File: config.mk
export PLATFORM = sky130hd
export DESIGN_NAME = max_pooling
export DESIGN_NICKNAME = d
export VERILOG_FILES = /design/src/rtl/max_pooling_pkg.sv /design/src/rtl/max_pool_cmp2.sv /design/src/rtl/max_pooling.sv
export SDC_FILE = /design/constraint.sdc
export NUM_CORES = 1
export LEC_CHECK = 0
export ABC_AREA = 1
export BUFFER_PORTS_ARGS = -buffer_cell sky130_fd_sc_hd__buf_4
export CAP_MARGIN = 20
export CORE_UTILIZATION = 49
export CTS_CLUSTER_DIAMETER = 80
export DETAILED_ROUTE_END_ITERATION = 8
export GPL_TIMING_DRIVEN = 0
export PLACE_DENSITY = 0.78
export RECOVER_POWER = 25
export SLEW_MARGIN = 5
export SYNTH_ARGS = -nofsm -noshare
export SYNTH_HDL_FRONTEND = slang
export SYNTH_SLANG_ARGS = --single-unit
File: constraint.sdc
create_clock -name clk -period 1.55 [get_ports clk]
set_clock_uncertainty 0.15 [all_clocks]
set_input_delay 0.0775 -clock clk [delete_from_list [all_inputs] [get_ports clk]]
set_output_delay 0.0775 -clock clk [all_outputs]
set_load 0.05 [all_outputs]
File: src/rtl/max_pooling_pkg.sv
// rtl/max_pooling_pkg.sv - shared defaults and elaboration-time sizing helpers for max_pooling
package max_pooling_pkg;

  localparam int DEFAULT_WIDTH = 8;
  localparam int DEFAULT_SIZE  = 2;

  function automatic int clog2(input int value);
    int r;
    r = 0;
    for (int v = value - 1; v > 0; v = v >> 1) begin
      r = r + 1;
    end
    return r;
  endfunction

  function automatic int window_elems(input int size);
    return size * size;
  endfunction

  // A single-element window still goes through one register stage.
  function automatic int pool_latency(input int n);
    return (clog2(n) < 1) ? 1 : clog2(n);
  endfunction

  function automatic int level_count(input int n, input int lvl);
    int c;
    c = n;
    for (int k = 0; k < lvl; k++) begin
      c = (c + 1) / 2;
    end
    return c;
  endfunction

endpackage

File: src/rtl/max_pool_cmp2.sv
// rtl/max_pool_cmp2.sv - registered 2-input max with valid pass-through
// Signed compare when MAXPOOL_SIGNED_EN is defined, unsigned otherwise.
module max_pool_cmp2 #(
  parameter int WIDTH = 8
) (
  input  logic             clk,
  input  logic             rst,
  input  logic             valid_i,
  input  logic [WIDTH-1:0] a_i,
  input  logic [WIDTH-1:0] b_i,
  output logic [WIDTH-1:0] max_o,
  output logic             valid_o
);

  logic             a_ge_b;
  logic [WIDTH-1:0] max_d;
  logic [WIDTH-1:0] max_q;
  logic             valid_q;

`ifdef MAXPOOL_SIGNED_EN
  assign a_ge_b = $signed(a_i) >= $signed(b_i);
`else
  assign a_ge_b = a_i >= b_i;
`endif

  assign max_d = a_ge_b ? a_i : b_i;

  // Data only loads on valid slots so bubbles leave the last result in place.
  always_ff @(posedge clk) begin
    if (rst) begin
      max_q   <= '0;
      valid_q <= 1'b0;
    end else begin
      valid_q <= valid_i;
      if (valid_i) begin
        max_q <= max_d;
      end
    end
  end

  assign max_o   = max_q;
  assign valid_o = valid_q;

endmodule

File: src/rtl/max_pooling.sv
// rtl/max_pooling.sv - pipelined SIZE x SIZE max-pooling comparator tree, one window per clock
// Optional MAXPOOL_SIGNED_EN selects two's complement elements (handled in max_pool_cmp2).
module max_pooling
  import max_pooling_pkg::*;
#(
  parameter int WIDTH = DEFAULT_WIDTH,
  parameter int SIZE  = DEFAULT_SIZE
) (
  input  logic                         clk,
  input  logic                         rst,
  input  logic                         en,
  input  logic [SIZE*SIZE*WIDTH-1:0]   i_matrix,
  output logic [WIDTH-1:0]             o_max_pool,
  output logic                         o_valid
);

  localparam int N = window_elems(SIZE);
  localparam int L = pool_latency(N);

  for (genvar l = 1; l <= L; l++) begin : g_lvl
    localparam int CNT_IN  = level_count(N, l - 1);
    localparam int CNT_OUT = level_count(N, l);

    logic [CNT_IN*WIDTH-1:0]  din;
    logic                     vin;
    logic [CNT_OUT*WIDTH-1:0] dout;
    logic [CNT_OUT-1:0]       v_vec;
    logic                     vout;

    if (l == 1) begin : g_src
      assign din = i_matrix;
      assign vin = en;
    end else begin : g_src
      assign din = g_lvl[l-1].dout;
      assign vin = g_lvl[l-1].vout;
    end

    for (genvar i = 0; i < CNT_IN / 2; i++) begin : g_pair
      max_pool_cmp2 #(.WIDTH(WIDTH)) u_cmp (
        .clk     (clk),
        .rst     (rst),
        .valid_i (vin),
        .a_i     (din[(2*i)*WIDTH +: WIDTH]),
        .b_i     (din[(2*i+1)*WIDTH +: WIDTH]),
        .max_o   (dout[i*WIDTH +: WIDTH]),
        .valid_o (v_vec[i])
      );
    end

    if (CNT_IN % 2 == 1) begin : g_odd
      logic [WIDTH-1:0] pass_q;
      logic             pass_v_q;

      always_ff @(posedge clk) begin
        if (rst) begin
          pass_q   <= '0;
          pass_v_q <= 1'b0;
        end else begin
          pass_v_q <= vin;
          if (vin) begin
            pass_q <= din[(CNT_IN-1)*WIDTH +: WIDTH];
          end
        end
      end

      assign dout[(CNT_OUT-1)*WIDTH +: WIDTH] = pass_q;
      assign v_vec[CNT_OUT-1]                 = pass_v_q;
    end

    // Every lane of a level carries the same valid bit.
    assign vout = |v_vec;
  end

  assign o_max_pool = g_lvl[L].dout;
  assign o_valid    = g_lvl[L].vout;

endmodule

== Word-level counts from Yosys, hierarchy flattened ==
Cells that the tools add are included.
Cells by class
  shifts and indexed selects: 0
  multiply operators: 0
  eq/ne operators: 0
  bitwise logic cells: 0
  muxes and demuxes: 3
  div/mod/pow operators: 0
  $add $sub $neg: 0
  order comparisons: 3
  reduce and logical (&&, ||, !) cells: 0
Operators with widths (number)
  $ge 8x8->1: 3
  $mux 8: 3
Word-level totals
  memories kept: 0
  memory bits (writable): 0
  bits in read-only memories: 0
  bits in latches: 0
  flip-flop bits (word level): 26
  input port bits: 35

== Depth between registers and ports, before layout ==
  depth in word-level cells: 2
  mapped depth: 12
  depth with buffers taken out: 12

== Cells and area by module ==
A second synthesis with hierarchy kept.
Unflattened totals
  cell total of the unflattened synthesis: 300
  area, all modules: 2042.0 sq um
Modules (own cells, without submodules)
  max_pool_cmp2: sequential area each 180.2 sq um, cells each 99, instances 3, area each 676.9 sq um
  max_pooling: sequential area each 0.0 sq um, cells each 3, instances 1, area each 11.3 sq um

== Worst setup path before layout ==
Ideal clock, no wire load.
  path kind: reg2reg
  from: register g_lvl[1].g_pair[1].u_cmp.max_q[7]
  to: register g_lvl[2].g_pair[0].u_cmp.max_q[0]
  setup slack: -0.023 ns
  period minus slack after synthesis: 1.573 ns
  data required time: 1.330 ns
  arrival: 1.352 ns
  library setup time: 0.070 ns
  stages on the path, launching flop included: 12
  path buffers: 1
  cell sequence: dfxtp_1 -> inv_1 -> ha_1 -> nand2_1 -> inv_1 -> nor2_1 -> o21a_1 -> buf_6 -> nand2_4 -> nand2_2 -> nand3_1 -> a21oi_1
Between the ends
  cells in the longest elaborated chain, start to end: 2
Ends and longest elaborated chain
  from (decl): RTL line max_pool_cmp2.sv:17  | logic [WIDTH-1:0] max_q;
  from (signal assigned): RTL line max_pool_cmp2.sv:36  | max_q <= max_d;
  $ge 8x8->1: RTL line max_pool_cmp2.sv:23  | assign a_ge_b = a_i >= b_i;
  $mux 8: RTL line max_pool_cmp2.sv:26  | assign max_d = a_ge_b ? a_i : b_i;
  to (signal assigned): RTL line max_pool_cmp2.sv:36
  to (decl): RTL line max_pool_cmp2.sv:17
No other way between the ends.
A chain may end at the register's enable or synchronous reset.

== Worst setup path in the final report ==
  from: register g_lvl[1].g_pair[0].u_cmp.max_q[0]
  to: register g_lvl[2].g_pair[0].u_cmp.max_q[3]
Between the ends
  cells in the longest elaborated chain, start to end: 2
Ends and longest elaborated chain (RTL line)
  from (decl): max_pool_cmp2.sv:17
  from (signal assigned): max_pool_cmp2.sv:36
  $ge 8x8->1: max_pool_cmp2.sv:23
  $mux 8: max_pool_cmp2.sv:26
No other way between the ends.

==> impl_results.md <==
- Initial Utilization: 0.532
- Clk pin slew, worst setup/hold paths: 0.09 ns
- Final hold slack: 0.0169 ns
- Core footprint: 3800 µm²
- Post-DP Area: 2420 µm²
- Sink Count: 26
- Post-synth cell types: 21
- Final period util: 1.08
- Htree depth: 1
- Max_slew headroom: 0.598
- WP data arrival: 1.73 ns
- Slew Limit Fails: 0
- Final number of setup-violating endpoints: 8
- First-pass GRT wire length: about 7600 µm
- Final-report hold violation count: 0
- Max Cap Viol: 0
- Layout cells sized above 1: 0.291
- Met3 Routed Length: 157 µm
- Fmax: 597 MHz
- Per-cell routed wire length: 11.1 µm
- Worst setup SP type: flop
- GR Util All Layers: 0.221
- Vias in the first global route: 1817
- Ant diodes: 0
- Grt total ovfl: 0
- RSZ-0062 raised after global routing: yes
- GP Congestion: around 0.8
- Adder-cell share of the synthesized area: 0.149
- Post-route cell area: 2680 µm²
- PortBufs: 41
- Vias: 2013
- DIE AREA: 4390 µm²
- DR vias/cell: 5.05
- Std-Cell Rows: 22
- Status: finished with violations
- Tot Pwr: 0.00224 W
- Setup TNS: -0.802 ns
- Post-Syn Area: 2020 µm²
- Clk root buf: clkbuf_8
- Final WS setup: -0.125 ns
- Met2 wire len: 2190 µm
- Avg Cell Area, Syn: roughly 6.9 µm²
- Largest net degree at the start of global routing: 16
- Die X: 66.2 µm
- Worst flop-to-flop path startpoint: g_lvl[1].g_pair[0].u_cmp.max_o[0]$_SDFFE_PP0P_
- Metal1 wirelength: 2000 µm
- Hold path start: i_matrix[18]
- Most frequent cells in the layout: inv_1 (57), nand2_1 (55), nand3_1 (40)
- Final net count: between 400 and 500
- Area grow syn2layout: 32.3%
- Synth Area in Simple Gates: 0.342
- Post-Syn Nets: around 350
- Starting DRT DRC Count: 100
- Yosys reg bits: 26
- I/O pins: 44
- Compound-Gate Fraction of Synth Area: 0.0873
- Post-Synth XOR/XNOR Area: 0
- Sequential element share of the synthesized area: 0.257
- Pre-antenna DRT Iters: 5
- Worst Hold Class: in -> reg
- Peak VDD IR: about 0.34 mV
- CP Launch Point: g_lvl[1].g_pair[0].u_cmp.max_o[0]$_SDFFE_PP0P_
- Final wirelength: approximately 4400 µm
- Worst Tran Pin Value: 0.605 ns
- DP HPWL: 3350 µm
- Die H: ~66 µm
- Clock buffer depth: 2
- Max Used Layer: met4
- Drt drc: 0
- Mux cell area share after synthesis: 0
- Most common cell after layout, fill and taps aside: inv_1
- Crit-path max FO: 5
- Worst skew pair latency: 0.27 ns
- Min cycle time layout: 1.67 ns
- Cts bufs inserted: 3
- Worst Setup Path Type: reg -> reg
- YS warnings: 0
- PwrDens: around 840 nW/µm²
- Largest family of logic cells by synthesized area: simple AND/OR/NAND/NOR gates
- Routed Antenna Nets: 0
- CTS tree: built
- P_leak: 1.35 nW
- Post-Syn Instances: just under 300
- Required @ worst endpoint: ~1.6 ns
- Worst Setup End Kind: flop
- Failing checks: setup timing
- Initial antenna violation count: 0
-- stage by stage --
stage	util	cells	setup WS [ns]
floorplan	-	293	0.000442
global placement	0.636	382	-0.107
detailed placement	0.636	382	-0.158
CTS	0.698	397	-0.131
global route	0.704	399	-0.211
finish	0.704	399	-0.125
-- path summary, 6_finish.rpt --
| kind | depth (start not counted) | slack (ns) | endpoint |
|---|---|---|---|
| setup / recovery | 11 | -0.12 | g_lvl[2].g_pair[0].u_cmp.max_o[3]$_SDFFE_PP0P_ |
| hold / removal | 5 | 0.02 | g_lvl[1].g_pair[1].u_cmp.max_o[2]$_SDFFE_PP0P_ |
| setup reg to reg | 11 | -0.12 | g_lvl[2].g_pair[0].u_cmp.max_o[3]$_SDFFE_PP0P_ |
| hold reg to reg | 2 | 0.32 | g_lvl[2].g_pair[0].u_cmp.max_o[5]$_SDFFE_PP0P_ |
-- sequential cells by signal, indices dropped and copies added (netlist names) --
name	count
g_lvl.g_pair.u_cmp.max_o	24
g_lvl.g_pair.u_cmp.valid_o	2
-- layer usage --
layer | global-route usage | up-vias
li1 | - | 1050
met1 | 0.251 | 902
met2 | 0.429 | 52
met3 | 0.0328 | 9
met4 | 0.0479 | 0
met5 | 0 | -
-- worst max-delay path, cell delays in order (launching register included) --
cell and delay (ns):
dfxtp_2 0.35, inv_2 0.06, ha_4 0.25, nand2_1 0.04
nand3_1 0.07, nand2_1 0.07, nand2_2 0.09, nand2_4 0.09
buf_4 0.15, nand3_1 0.06, nand3_1 0.08, a21oi_1 0.14
-- kinds of logic after synthesis --
logic type      Yosys count
compound gates           33
fa+ha+maj                24
buf+inv                  71
flops                    26
simple gates            139
-- report_power, final --
part	leakage [nW]	switching (W)	internal (W)	total (W)
clock network	0.0357	0.000216	0.000346	0.000562
registers	0.217	0.0000415	0.000728	0.000770
logic	1.10	0.000519	0.000388	0.000907
-- synth_stat cells --
master | n | area (µm²)
a21oi_1 | 29 | 145
clkinv_1 | 2 | 7.51
clkbuf_8 | 5 | 68.8
a21oi_2 | 1 | 8.76
ha_1 | 24 | 300
dfxtp_1 | 26 | 521
o21a_1 | 2 | 15.0
nand3_4 | 1 | 17.5
buf_6 | 2 | 22.5
nand4_1 | 8 | 50.1
clkbuf_1 | 1 | 3.75
buf_2 | 1 | 5.00
nor2_1 | 7 | 26.3
nor2_2 | 1 | 6.26
nand3_1 | 42 | 210
inv_1 | 60 | 225
nor2_8 | 1 | 20.0
nand2_1 | 57 | 214
a21o_1 | 1 | 7.51
nand2_2 | 20 | 125
nand2_4 | 2 | 22.5
-- layout make-up --
class                   instances  area, µm²
plain buffers                   9        100
inverters                      62        235
repair buffers                 53        393
clock inverters                 1       30.0
well taps                      48       60.1
flip-flops and latches         26        531
fillers                       343       1120
clock buffers                   3       41.3
multi-input cells             197       1280
-- repair_timing --
| item | CTS | global route |
|---|---|---|
| hold buffers | 7 | 1 |
| resized for setup | 17 | 6 |
| setup buffers | 2 | 1 |
| cloned | 2 | 0 |
| endpoints found under the hold margin | 11 | 1 |
| setup endpoints to repair | 8 | 8 |
| pin swaps | 12 | 7 |
Note: power is estimated with default switching activity, not from simulation.
